===== src/rtl/mem_stage_pkg.sv =====
// mem_stage shared definitions: control bit indices,
// LW/SW opcodes, request FSM state encoding.
package mem_stage_pkg;

  localparam int CONTROL_REG_SIZE = 8;

  localparam int I_TYPE    = 0;
  localparam int MEM_READ  = 1;
  localparam int MEM_WRITE = 2;
  localparam int REG_WRITE = 3;

  localparam logic [5:0] OP_LW = 6'b100011;
  localparam logic [5:0] OP_SW = 6'b101011;

  localparam logic [1:0] IDLE    = 2'd0;
  localparam logic [1:0] WAIT_RD = 2'd1;
  localparam logic [1:0] WAIT_WR = 2'd2;

  function automatic logic [CONTROL_REG_SIZE-1:0] clr_wr(
    input logic [CONTROL_REG_SIZE-1:0] c
  );
    logic [CONTROL_REG_SIZE-1:0] r;
    r = c;
    r[REG_WRITE] = 1'b0;
    return r;
  endfunction

endpackage


===== src/rtl/mem_req_fsm.sv =====
// Data memory request FSM: state, timeout counter, mem_req, stall.
// Ports: clock/reset, start_rd/start_wr, mem_ack -> state, mem_req, stall, ack_done, timeout_done.
module mem_req_fsm
  import mem_stage_pkg::*;
#(
  parameter int TIMEOUT_CYCLES = 255
) (
  input  logic       clock,
  input  logic       reset,
  input  logic       start_rd,
  input  logic       start_wr,
  input  logic       mem_ack,
  output logic [1:0] state,
  output logic       mem_req,
  output logic       stall,
  output logic       ack_done,
  output logic       timeout_done
);

  logic [7:0] count;

  assign stall    = (state != IDLE);
  assign mem_req  = stall;
  assign ack_done = mem_req && mem_ack;
  // An ack on the final cycle beats the timeout.
  assign timeout_done = mem_req && !mem_ack
    && (count == 8'(TIMEOUT_CYCLES - 1));

  always_ff @(posedge clock) begin
    if (reset) begin
      state <= IDLE;
      count <= 8'd0;
    end else if (ack_done || timeout_done) begin
      state <= IDLE;
      count <= 8'd0;
    end else if (mem_req) begin
      count <= count + 8'd1;
    end else if (start_rd) begin
      state <= WAIT_RD;
    end else if (start_wr) begin
      state <= WAIT_WR;
    end
  end

endmodule


===== src/rtl/mem_stage.sv =====
// MEM pipeline stage: LW/SW via req/ack, passthrough otherwise.
// Optional MEM_ALIGN_CHECK_EN: misaligned LW/SW retire with mem_err.
module mem_stage
  import mem_stage_pkg::*;
#(
  parameter int DATA_WIDTH     = 32,
  parameter int TIMEOUT_CYCLES = 255
) (
  input  logic                        clock,
  input  logic                        reset,
  input  logic                        in_valid,
  input  logic [DATA_WIDTH-1:0]       alu_result,
  input  logic [DATA_WIDTH-1:0]       rt_data,
  input  logic [CONTROL_REG_SIZE-1:0] control,
  input  logic [31:0]                 insn,
  input  logic [4:0]                  rd_in,
  output logic                        stall,
  output logic                        mem_req,
  output logic                        mem_we,
  output logic [DATA_WIDTH-1:0]       mem_addr,
  output logic [DATA_WIDTH-1:0]       mem_wdata,
  input  logic                        mem_ack,
  input  logic [DATA_WIDTH-1:0]       mem_rdata,
  output logic                        out_valid,
  output logic [DATA_WIDTH-1:0]       wb_data,
  output logic [4:0]                  rd_out,
  output logic [CONTROL_REG_SIZE-1:0] control_out,
  output logic [31:0]                 insn_out,
  output logic                        mem_err
);

  logic [1:0] state;
  logic accept, is_lw, is_sw, is_mem, misalign;
  logic start_rd, start_wr, ack_done, timeout_done;

  logic [DATA_WIDTH-1:0]       addr_q;
  logic [DATA_WIDTH-1:0]       wdata_q;
  logic [CONTROL_REG_SIZE-1:0] ctrl_q;
  logic [31:0]                 insn_q;
  logic [4:0]                  rd_q;

  assign accept = in_valid && !stall;
  assign is_lw  = control[I_TYPE] && (insn[31:26] == OP_LW);
  assign is_sw  = control[I_TYPE] && (insn[31:26] == OP_SW);
  assign is_mem = is_lw || is_sw;

`ifdef MEM_ALIGN_CHECK_EN
  assign misalign = is_mem && (alu_result[1:0] != 2'b00);
`else
  assign misalign = 1'b0;
`endif

  assign start_rd = accept && is_lw && !misalign;
  assign start_wr = accept && is_sw && !misalign;

  mem_req_fsm #(
    .TIMEOUT_CYCLES(TIMEOUT_CYCLES)
  ) u_fsm (
    .clock       (clock),
    .reset       (reset),
    .start_rd    (start_rd),
    .start_wr    (start_wr),
    .mem_ack     (mem_ack),
    .state       (state),
    .mem_req     (mem_req),
    .stall       (stall),
    .ack_done    (ack_done),
    .timeout_done(timeout_done)
  );

  assign mem_we    = (state == WAIT_WR);
  assign mem_addr  = addr_q;
  assign mem_wdata = wdata_q;

  always_ff @(posedge clock) begin
    if (reset) begin
      addr_q      <= '0;
      wdata_q     <= '0;
      ctrl_q      <= '0;
      insn_q      <= '0;
      rd_q        <= '0;
      out_valid   <= 1'b0;
      wb_data     <= '0;
      rd_out      <= '0;
      control_out <= '0;
      insn_out    <= '0;
      mem_err     <= 1'b0;
    end else begin
      out_valid <= 1'b0;
      mem_err   <= 1'b0;
      if (accept) begin
        addr_q  <= alu_result;
        wdata_q <= rt_data;
        ctrl_q  <= control;
        insn_q  <= insn;
        rd_q    <= rd_in;
        if (!is_mem || misalign) begin
          out_valid   <= 1'b1;
          rd_out      <= rd_in;
          insn_out    <= insn;
          mem_err     <= misalign;
          wb_data     <= misalign ? '0 : alu_result;
          control_out <= misalign ? clr_wr(control) : control;
        end
      end
      if (ack_done) begin
        out_valid   <= 1'b1;
        rd_out      <= rd_q;
        insn_out    <= insn_q;
        if (state == WAIT_RD) begin
          wb_data     <= mem_rdata;
          control_out <= ctrl_q;
        end else begin
          wb_data     <= addr_q;
          control_out <= clr_wr(ctrl_q);
        end
      end
      // A timed-out access must not write a bogus zero to the register file.
      if (timeout_done) begin
        out_valid   <= 1'b1;
        mem_err     <= 1'b1;
        wb_data     <= '0;
        rd_out      <= rd_q;
        insn_out    <= insn_q;
        control_out <= clr_wr(ctrl_q);
      end
    end
  end

endmodule


===== config.mk =====
export PLATFORM = sky130hd
export DESIGN_NAME = mem_stage
export DESIGN_NICKNAME = d
export VERILOG_FILES = /design/src/rtl/mem_stage_pkg.sv /design/src/rtl/mem_req_fsm.sv /design/src/rtl/mem_stage.sv
export SDC_FILE = /design/constraint.sdc
export NUM_CORES = 1
export LEC_CHECK = 0
export CORE_MARGIN = 8
export CORE_UTILIZATION = 45
export CTS_BUF_LIST = sky130_fd_sc_hd__clkbuf_4 sky130_fd_sc_hd__clkbuf_8
export CTS_CLUSTER_SIZE = 30
export DETAILED_ROUTE_END_ITERATION = 10
export PLACE_DENSITY = 0.78
export SYNTH_ARGS = -nofsm -noshare
export SYNTH_HDL_FRONTEND = slang
export SYNTH_SLANG_ARGS = --single-unit

===== constraint.sdc =====
create_clock -name clock -period 5.03 [get_ports clock]
set_input_delay 0.503 -clock clock [delete_from_list [all_inputs] [get_ports clock]]
set_output_delay 0.503 -clock clock [all_outputs]
set_load 0.02 [all_outputs]

==> results.ini <==
[sta]
finalCriticalPeriod_ps = 3240
setup_tns_ps = 0
fin_worst_skew_ps = 25.7
max_slew.worst_pin.slew_ps = 1260
finalCritPeriodShare = 0.644
hold_viol = 0
setup_viol = 0
rsz0062_at_grt = no
max_freq_mhz = 309
final_max_slew_viol_count = 0
slew_headroom = 0.155

[global_routing]
grt_pass1_vias = 8159
grt_util_all_layers = 0.233
grt_max_degree = 90
grt_pass1_wl_mm = 44.5
globalRoute.totalOverflow = 0
antenna_found_initial = 1

[power_and_ir_drop]
leakage_uw = 0.00436
power_uw = 3420
vdd_ir_drop_max_uv = 165
p_per_area_nw_per_um2 = 290

[placement]
place_congestion = 0.803
hpwl_mm = 19.1
portBuffers = 290

[floorplan]
ioPinCount = 291
dieArea_um2 = 23500
rows = 50
dieWidth_um = 153
core_um2 = 18600
start_util = 0.456
die_h_um = 153

[clock_tree]
cts_max_path_buffers = 2
htreeDepth = 4
cts.reportedPaths.clkPinSlew_ps = 120
cts_buffers = 17
clk_latency_ps = 490
cts_sinks = 198
cts_tree = done
ctsResizeCount = 0
ctsHoldBuffers = 0
post_cts_buffers = 0
cts-root-buf = clkbuf_8

[drt]
drt-total-wl_mm = 28.2
first_pass_iters = 5
first_iter_violations = 552
via_per_inst = 5.55
vias = 8659
drcViolationCount = 0
ant_nets = 0
wl_per_cell_um = 18.1

[synthesis]
syn_avg_cell_area_um2 = 7.76
synthArstFlopShare = 0
synthCells = 1092
synth-seq-cells = 198
synth_cell_types = 44
ys_seq_area_frac = 0.468
syn-cell-area_um2 = 8480
yosys_warnings = 0
syn_nets = 1239
synth_top_flop_cell = dfxtp_1
synth_edf_count = 0

[cells_and_area]
syn2layout_area_growth_pct = 39.1
finalNetCount = 1459
final_util = 0.635
drive_gt1_frac = 0.0679
fill_cells = 1628

[worst_setup_path]
cpPeakStageDelay_ps = 930
worstPathArrival_ps = 3670
worstPathRequired_ps = 5460
worstPathCellList = or3b_4 -> buf_4 -> nand2_1 -> a2111oi_0 -> a31o_2
crit_path_start_kind = flip-flop
crit_path_end_kind = flip-flop
path_max_fanout = 67
slowest_stage = dfxtp_2
critPathKind = flip-flop to flip-flop

[flow_run]
cap_violations = 0

[outcome]
outcome = complete, no violations

[min_path]
min_path_type = primary input to flip-flop

## critical path: cells and delay by family, from the launching register on
kind	cells	cell delay [ps]
and+or+nand+nor	2	860
AOI/OAI and AO/OA	2	670
DFF	1	930
buffers and inverters	1	700
## flip-flops by register name, indices dropped and copies added (netlist names)
register	flops
insn_out	32
insn_q	32
mem_addr	32
mem_wdata	32
wb_data	32
control_out	8
ctrl_q	8
u_fsm.count	8
rd_out	5
rd_q	5
u_fsm.state	2
mem_err	1
out_valid	1
## cells in the final DEF, fill, tap and decap left out, drive strengths merged, types with 32 or more instances in the layout
master         count
a21oi            146
a31oi             76
clkdlybuf4s50    288
dfxtp            198
nand2            304
nor2b             65
nor3              68
o21ai             42
o221a             32
## cell families after synthesis
kind of cell             after synthesis  share of synthesized area
adder cells (fa/ha/maj)                2                    0.00295
XOR/XNOR                               7                    0.00723
AND/OR/NAND/NOR                      476                      0.249
flip-flops                           198                      0.468
buffers and inverters                103                     0.0511
AO/OA/AOI/OAI                        306                      0.222
## where the power goes
part	internal, µW	total (µW)	switching (µW)
registers	1660	1710	50.0
clock network	392	1070	676
logic	314	642	328
## path summary, 6_finish.rpt
check | startpoint | cells past startpoint | to | slack, ps
setup / recovery | u_fsm.state[1]$_SDFFE_PP0P_ | 5 | control_out[0]$_SDFFE_PP0P_ | 1790
hold / removal | reset | 2 | insn_q[18]$_SDFFE_PP0P_ | 420
setup reg to reg | u_fsm.state[1]$_SDFFE_PP0P_ | 5 | control_out[0]$_SDFFE_PP0P_ | 1790
hold reg to reg | ctrl_q[2]$_SDFFE_PP0P_ | 2 | ctrl_q[2]$_SDFFE_PP0P_ | 460
## Yosys cell counts, types with 2 or more instances
cell type | instances | area [µm²]
nor2_1 | 17 | 63.8
buf_4 | 8 | 60.1
a22oi_1 | 2 | 15.0
nand3b_1 | 2 | 15.0
o221a_2 | 32 | 360
nand4_1 | 5 | 31.3
xnor2_1 | 4 | 35.0
nand2_1 | 304 | 1140
nor3_1 | 68 | 340
buf_1 | 3 | 11.3
nor2b_1 | 65 | 407
nand3_1 | 4 | 20.0
buf_2 | 13 | 65.1
xor2_1 | 3 | 26.3
clkbuf_1 | 76 | 285
a31oi_1 | 74 | 463
o41ai_1 | 2 | 17.5
a21oi_1 | 146 | 731
o21ai_0 | 41 | 205
ha_1 | 2 | 25.0
dfxtp_1 | 198 | 3960
## metal layers
| layer | global-route usage | routed length, µm |
|---|---|---|
| met5 | 0 | 0 |
| met4 | 0.0792 | 646 |
| met1 | 0.274 | 11500 |
| met2 | 0.388 | 13500 |
| met3 | 0.0837 | 2560 |
## per-stage QoR
stage                     setup WS (ps)  hold slack (ps)  instances  area, µm²
after floorplan                    3230              433       1092       8480
after global placement             1640              438       1527      11400
after detailed placement           1590              444       1527      11400
after CTS                          1790              385       1559      11800
after global routing               1410              409       1560      11800
final                              1790              418       1560      11800
## layout make-up
| class | instances | area [µm²] | area share |
|---|---|---|---|
| multi-input cells | 791 | 4110 | 0.348 |
| flip-flops and latches | 198 | 3970 | 0.336 |
| repair buffers | 301 | 2990 | 0.254 |
| well taps | 234 | 293 | 0.0248 |
| clock buffers | 17 | 234 | 0.0198 |
| clock inverters | 15 | 188 | 0.0159 |
| inverters | 3 | 11.3 | 0.000955 |
| diodes | 1 | 2.50 | 0.000212 |
No activity file was read; power rests on OpenSTA's default activity.
